--- config.mk ---
export PLATFORM = sky130hd
export DESIGN_NAME = axis_frame_source
export DESIGN_NICKNAME = d
export VERILOG_FILES = /design/src/rtl/axis_frame_source_pkg.sv /design/src/rtl/axis_frame_source_pattern_step.sv /design/src/rtl/axis_frame_source.sv
export SDC_FILE = /design/constraint.sdc
export NUM_CORES = 1
export LEC_CHECK = 0
export ABC_AREA = 1
export CELL_PAD_IN_SITES_DETAIL_PLACEMENT = 1
export CELL_PAD_IN_SITES_GLOBAL_PLACEMENT = 1
export CORE_MARGIN = 2
export CORE_UTILIZATION = 36
export CTS_BUF_LIST = sky130_fd_sc_hd__clkbuf_8
export DETAILED_ROUTE_END_ITERATION = 8
export GPL_TIMING_DRIVEN = 1
export HOLD_SLACK_MARGIN = 0.05
export PLACE_DENSITY_LB_ADDON = 0.1
export SLEW_MARGIN = 10
export SYNTH_ARGS = -nofsm -noshare
export SYNTH_HDL_FRONTEND = slang
export SYNTH_HIERARCHICAL = 1
export SYNTH_SLANG_ARGS = --single-unit
export TNS_END_PERCENT = 10
--- constraint.sdc ---
create_clock -name aclk -period 2.6 [get_ports aclk]
set_input_delay 0.78 -clock aclk [delete_from_list [all_inputs] [get_ports aclk]]
set_output_delay 0.78 -clock aclk [all_outputs]
set_load 0.01 [all_outputs]
--- src/rtl/axis_frame_source_pkg.sv ---
// Shared definitions for the AXI4-Stream frame source.
// Holds the pattern mode encodings, the LFSR mask, the FSM encoding and the LFSR step.
package axis_frame_source_pkg;

  localparam logic [1:0] MODE_INCR  = 2'd0;
  localparam logic [1:0] MODE_CONST = 2'd1;
  localparam logic [1:0] MODE_LFSR  = 2'd2;
  localparam logic [1:0] MODE_WALK  = 2'd3;

  localparam logic [31:0] LFSR_MASK = 32'h80200003;

  localparam logic [1:0] ST_IDLE = 2'd0;
  localparam logic [1:0] ST_SEND = 2'd1;
  localparam logic [1:0] ST_GAP  = 2'd2;

  // Galois step; an all-zero state would lock up, so it is treated as 1
  function automatic logic [31:0] lfsr_step(input logic [31:0] s);
    logic [31:0] v;
    v = (s == 32'd0) ? 32'd1 : s;
    return v[0] ? ((v >> 1) ^ LFSR_MASK) : (v >> 1);
  endfunction

endpackage

--- src/rtl/axis_frame_source_pattern_step.sv ---
// Combinational next-value function for the stream data pattern.
// The owning module holds the pattern register.
module axis_pattern_step
  import axis_frame_source_pkg::*;
#(
  parameter int DATA_W = 32
) (
  input  logic [DATA_W-1:0] cur,
  input  logic [1:0]        mode,
  output logic [DATA_W-1:0] nxt
);

  // Select the successor of the current pattern value for the active mode
  always_comb begin
    nxt = cur;
    case (mode)
      MODE_INCR:  nxt = cur + DATA_W'(1);
      MODE_CONST: nxt = cur;
      MODE_LFSR: begin
        nxt       = {DATA_W{1'b0}};
        nxt[31:0] = lfsr_step(cur[31:0]);
      end
      MODE_WALK:  nxt = {cur[DATA_W-2:0], cur[DATA_W-1]};
      default:    nxt = cur;
    endcase
  end

endmodule

--- src/rtl/axis_frame_source.sv ---
// Packet generator for the DMA S2MM channel: cfg_pkts packets of cfg_len beats,
// cfg_gap idle cycles between them, data from a selectable test pattern.
module axis_frame_source
  import axis_frame_source_pkg::*;
#(
  parameter int DATA_W = 32,
  parameter int LEN_W  = 16,
  parameter int GAP_W  = 8
) (
  input  logic                  aclk,
  input  logic                  aresetn,
  input  logic                  start,
  input  logic                  abort,
  input  logic [LEN_W-1:0]      cfg_len,
  input  logic [7:0]            cfg_pkts,
  input  logic [GAP_W-1:0]      cfg_gap,
  input  logic [1:0]            cfg_mode,
  input  logic [DATA_W-1:0]     cfg_seed,
  output logic [DATA_W-1:0]     m_axis_tdata,
  output logic [DATA_W/8-1:0]   m_axis_tkeep,
  output logic                  m_axis_tvalid,
  input  logic                  m_axis_tready,
  output logic                  m_axis_tlast,
  output logic                  busy,
  output logic                  done,
  output logic                  aborted,
  output logic                  cfg_err,
  output logic [7:0]            pkt_cnt
);

  localparam int KEEP_W = DATA_W / 8;

  logic [1:0]          state, state_d;
  logic [LEN_W-1:0]    len_q, len_d, beat_cnt, beat_cnt_d;
  logic [7:0]          pkts_q, pkts_d, pkt_cnt_q, pkt_cnt_d;
  logic [GAP_W-1:0]    gap_q, gap_d, gap_cnt, gap_cnt_d;
  logic [1:0]          mode_q, mode_d;
  logic [DATA_W-1:0]   pattern, pattern_d, pattern_nxt;
  logic                abort_seen, abort_seen_d;
  logic                tvalid_q, tvalid_d, tlast_q, tlast_d;
  logic                done_d, aborted_d, cfg_err_d;
  logic                busy_q, done_q, aborted_q, cfg_err_q;
  logic [KEEP_W-1:0]   tkeep_q;
  logic                hs;

  axis_pattern_step #(.DATA_W(DATA_W)) u_step (
    .cur  (pattern),
    .mode (mode_q),
    .nxt  (pattern_nxt)
  );

  assign hs = tvalid_q & m_axis_tready;

  // Next-state logic; tlast is precomputed for the beat about to be presented
  always_comb begin
    state_d      = state;
    len_d        = len_q;
    pkts_d       = pkts_q;
    gap_d        = gap_q;
    mode_d       = mode_q;
    beat_cnt_d   = beat_cnt;
    gap_cnt_d    = gap_cnt;
    pkt_cnt_d    = pkt_cnt_q;
    pattern_d    = pattern;
    abort_seen_d = abort_seen;
    tvalid_d     = tvalid_q;
    tlast_d      = tlast_q;
    done_d       = 1'b0;
    aborted_d    = 1'b0;
    cfg_err_d    = 1'b0;
    case (state)
      ST_IDLE: begin
        if (start) begin
          if ((cfg_len == {LEN_W{1'b0}}) || (cfg_pkts == 8'd0)) begin
            cfg_err_d = 1'b1;
          end else begin
            state_d      = ST_SEND;
            len_d        = cfg_len;
            pkts_d       = cfg_pkts;
            gap_d        = cfg_gap;
            mode_d       = cfg_mode;
            pkt_cnt_d    = 8'd0;
            beat_cnt_d   = {LEN_W{1'b0}};
            abort_seen_d = 1'b0;
            pattern_d    = (cfg_mode == MODE_WALK) ? DATA_W'(1) : cfg_seed;
            tvalid_d     = 1'b1;
            tlast_d      = (cfg_len == LEN_W'(1));
          end
        end else begin
          state_d = ST_IDLE;
        end
      end
      ST_SEND: begin
        abort_seen_d = abort_seen | abort;
        if (hs) begin
          pattern_d = pattern_nxt;
          if (tlast_q) begin
            pkt_cnt_d    = pkt_cnt_q + 8'd1;
            beat_cnt_d   = {LEN_W{1'b0}};
            abort_seen_d = 1'b0;
            if (abort_seen | abort) begin
              state_d   = ST_IDLE;
              aborted_d = 1'b1;
              tvalid_d  = 1'b0;
              tlast_d   = 1'b0;
            end else if ((pkt_cnt_q + 8'd1) == pkts_q) begin
              state_d  = ST_IDLE;
              done_d   = 1'b1;
              tvalid_d = 1'b0;
              tlast_d  = 1'b0;
            end else if (gap_q != {GAP_W{1'b0}}) begin
              state_d   = ST_GAP;
              gap_cnt_d = gap_q;
              tvalid_d  = 1'b0;
              tlast_d   = 1'b0;
            end else begin
              tlast_d = (len_q == LEN_W'(1));
            end
          end else begin
            beat_cnt_d = beat_cnt + LEN_W'(1);
            tlast_d    = ((beat_cnt + LEN_W'(1)) == (len_q - LEN_W'(1)));
          end
        end else begin
          pattern_d = pattern;
        end
      end
      ST_GAP: begin
        if (abort) begin
          state_d   = ST_IDLE;
          aborted_d = 1'b1;
        end else if (gap_cnt == GAP_W'(1)) begin
          state_d  = ST_SEND;
          tvalid_d = 1'b1;
          tlast_d  = (len_q == LEN_W'(1));
        end else begin
          gap_cnt_d = gap_cnt - GAP_W'(1);
        end
      end
      default: begin
        state_d  = ST_IDLE;
        tvalid_d = 1'b0;
        tlast_d  = 1'b0;
      end
    endcase
  end

  // State and output registers
  always_ff @(posedge aclk or negedge aresetn) begin
    if (!aresetn) begin
      state      <= ST_IDLE;
      len_q      <= {LEN_W{1'b0}};
      pkts_q     <= 8'd0;
      gap_q      <= {GAP_W{1'b0}};
      mode_q     <= 2'd0;
      beat_cnt   <= {LEN_W{1'b0}};
      gap_cnt    <= {GAP_W{1'b0}};
      pkt_cnt_q  <= 8'd0;
      pattern    <= {DATA_W{1'b0}};
      abort_seen <= 1'b0;
      tvalid_q   <= 1'b0;
      tlast_q    <= 1'b0;
      tkeep_q    <= {KEEP_W{1'b0}};
      busy_q     <= 1'b0;
      done_q     <= 1'b0;
      aborted_q  <= 1'b0;
      cfg_err_q  <= 1'b0;
    end else begin
      state      <= state_d;
      len_q      <= len_d;
      pkts_q     <= pkts_d;
      gap_q      <= gap_d;
      mode_q     <= mode_d;
      beat_cnt   <= beat_cnt_d;
      gap_cnt    <= gap_cnt_d;
      pkt_cnt_q  <= pkt_cnt_d;
      pattern    <= pattern_d;
      abort_seen <= abort_seen_d;
      tvalid_q   <= tvalid_d;
      tlast_q    <= tlast_d;
      tkeep_q    <= {KEEP_W{tvalid_d}};
      busy_q     <= (state_d != ST_IDLE);
      done_q     <= done_d;
      aborted_q  <= aborted_d;
      cfg_err_q  <= cfg_err_d;
    end
  end

  assign m_axis_tdata  = pattern;
  assign m_axis_tkeep  = tkeep_q;
  assign m_axis_tvalid = tvalid_q;
  assign m_axis_tlast  = tlast_q;
  assign busy          = busy_q;
  assign done          = done_q;
  assign aborted       = aborted_q;
  assign cfg_err       = cfg_err_q;
  assign pkt_cnt       = pkt_cnt_q;

endmodule

==> metrics.md <==
| Metric | Value |
|---|---|
| Crit Path Class | flop to output pin |
| Area fraction of the dominant cell type after synthesis | 31.7% |
| Longest Clk Path Bufs | 2 |
| Worst hold path class | primary input to async pin |
| Seq/Total Area, Yosys | 31.7% |
| IO buf count | 120 |
| Crit Path Max Fanout | 10 |
| Hold buffer count at cts | 0 |
| Hold Vio Cnt, Final | 0 |
| DP HPWL | 22,200 microns |
| Post-Syn Area | 0.00845 sq mm |
| Min Tclk post-route | 2.46 ns |
| Post-Synthesis Cells | 1,352 |
| CP top delay family | flip-flops |
| Synth cell types | 42 |
| Die Y | 157 microns |
| Static Leak | 4.76 nW |
| Routed Antenna Nets | 0 |
| Power Total | 9.99 mW |
| Worst relative slew slack | 57.7% |
| Root Buffer | clkbuf_8 |
| Rows | 56 |
| CP required | 1.82 ns |
| Grt total ovfl | 0 |
| Clock sinks | 107 |
| GPL Wtd Cong | 0.879 |
| Max Fclk | 406 MHz |
| First-pass GRT wire length | 47,500 microns |
| Vias/cell | 5.04 |
| Initial antenna violation count | 0 |
| Clock Latency Late Sink | 0.41 ns |
| CTS tree | yes |
| Vias in the first global route | 9,497 |
| Post-route clock period utilization | 94.8% |
| Syn avg cell area | 6.25 sq um |
| Measured slew at the worst slew-check pin | 0.634 ns |
| TritonCTS buffer count | 9 |
| CTS H-tree depth | 3 |
| Die X | 157 microns |
| Die ar. | 0.0247 sq mm |
| Fin. max-slew vios | 0 |
| Worst Clk Skew | 0.0171 ns |
| Synth Net Count | 1,435 |
| Largest net degree at the start of global routing | 73 |
| Power Density | 956 mW/mm^2 |
| Layout cell share with drive strength beyond 1 | 7.71% |
| Worst vdd ir | 0.580 mV |
| DR WL/cell | 15.7 microns |
| Worst setup SP type | flop |
| DRT iter0 DRCs | 368 |
| Area leader, netlist | dfrtp_1 |
| # IOs | 121 |
| Nature of the critical path endpoint | output pin |
| CP max-delay cell | dfrtp_1 |
| Core footprint | 0.0233 sq mm |
| Drt first pass iters | 4 |
| Initial Utilization | 36.3% |
| YS warnings | 6 |
| Clock slew at the register clock pins of the worst setup and hold paths | 0.12 ns |
| Maxcap violations | 0 |
| Final core utilization | 44.9% |
| Area contributors post-synth | dfrtp_1, nand2_1, nor2_1 |
| Routed vias | 9,124 |
| Post-Route WL | 28,500 microns |
| Tot GR Track Use | 24.1% |
| Crit path DAT | 1.68 ns |
| Slowest stage delay, CP | 0.66 ns |
| Status | finished clean |
| Drt drc | 0 |
| Placed cell area | 0.0103 sq mm |
| Total Nets Final | 1,569 |
| Setup violations, final | 0 |
| Synth Register Bits | 107 |
| RSZ-0062 raised after global routing | false |
| Synth-to-Final Area Change | 23.7% |
| Worst path bufs/invs | 1 |
| Final instance area | 0.0104 sq mm |
| Worst path cell trace | clkdlybuf4s50_1 |
| # diodes | 0 |
-- repair_timing --
item | CTS | global route
endpoints found under the setup margin | 0 | 1
resized for setup | 0 | 1
setup buffers | 0 | 0
-- final cells by class --
cell class | count | area (sq um)
multi-input cells | 1043 | 4910
well taps | 319 | 399
clock inverters | 7 | 68.8
fillers | 3128 | 12800
repair buffers | 175 | 1700
inverters | 150 | 563
clock buffers | 9 | 124
flip-flops and latches | 107 | 2680
-- metal layers --
metal  global-route usage [%]  wire [microns]  vias to the layer above
li1                         -               -                     4587
met1                     29.0           12400                     4369
met2                     44.8           14600                      130
met3                     2.97             860                       38
met4                     6.80             590                        0
met5                        0               0                        -
-- cells in the mapped netlist (all sizes together) --
library cell	number
o221ai	1
clkinv	3
nor3b	2
o22ai	23
and2	1
a21oi	63
nand4	23
a221oi	5
o21ai	125
nor2	186
nor4	2
buf	34
a22oi	1
nand3	73
o211ai	5
nor3	23
nand3b	2
and3	1
or2	1
o21bai	1
xnor2	7
inv	147
ha	12
xor2	31
clkbuf	18
dfrtp	107
nand2	455
-- stage by stage --
stage	setup slack, ns	cells	TNS (ns)	hold WS [ns]
6_report	0.136	1810	0	0.351
5_1_grt	0.0184	1810	0	0.374
4_1_cts	0.121	1810	0	0.362
3_5_place_dp	-0.256	1794	-13.02	0.499
3_3_place_gp	-0.193	1794	-11.66	0.489
2_1_floorplan	0.544	1352	0	0.462
-- flip-flops by register name, summed over array words and instances, names as in the netlist, 2 cells and up --
register      cells
m_axis_tdata     32
beat_cnt         16
len_q            16
gap_cnt           8
gap_q             8
pkt_cnt           8
pkts_q            8
mode_q            2
state             2
-- power breakdown --
part           switching (mW)  internal (mW)  leakage (nW)
Sequential              0.790           2.24          1.38
Combinational            3.58           2.28          3.29
Clock                   0.712          0.375        0.0915
Total                    5.09           4.90          4.76
-- layout by cell type (no fill, tap or decap), types with 5 or more instances in the layout --
cell / n
o21ai_2: 7
inv_1: 143
o21ai_0: 109
nor3_1: 20
clkdlybuf4s50_1: 119
a221oi_1: 5
ha_1: 11
nor2_2: 12
nor2_1: 172
nand4_1: 22
o21ai_1: 9
buf_4: 49
a21oi_1: 63
nand2_1: 449
dfrtp_1: 107
clkbuf_8: 9
nand3_1: 69
xnor2_1: 7
o22ai_1: 23
nand2_2: 5
xor2_1: 31
buf_12: 7
-- path summary, 6_finish.rpt --
| check | endpoint | depth (start not counted) | slack, ns | start |
|---|---|---|---|---|
| hold / removal | pkts_q[3] | 2 | 0.35 | aresetn |
| setup / recovery | m_axis_tdata[2] | 1 | 0.14 | m_axis_tdata[2] |
| min in group aclk | gap_cnt[5] | 2 | 0.52 | gap_cnt[5] |
| hold reg to reg | gap_cnt[5] | 2 | 0.52 | gap_cnt[5] |
| max in group asynchronous | m_axis_tdata[21] | 2 | 1.86 | aresetn |
| setup reg to reg | busy | 16 | 0.30 | pkt_cnt[0] |
-- kinds of logic after synthesis --
kind of cell / after synthesis / share of synthesized area (%)
AO/OA/AOI/OAI: 224 / 14.5
buffers and inverters: 202 / 10.2
adder cells (fa/ha/maj): 12 / 1.78
AND/OR/NAND/NOR: 769 / 37.9
flip-flops: 107 / 31.7
XOR/XNOR: 38 / 3.94
(Power assumes the default switching activity.)
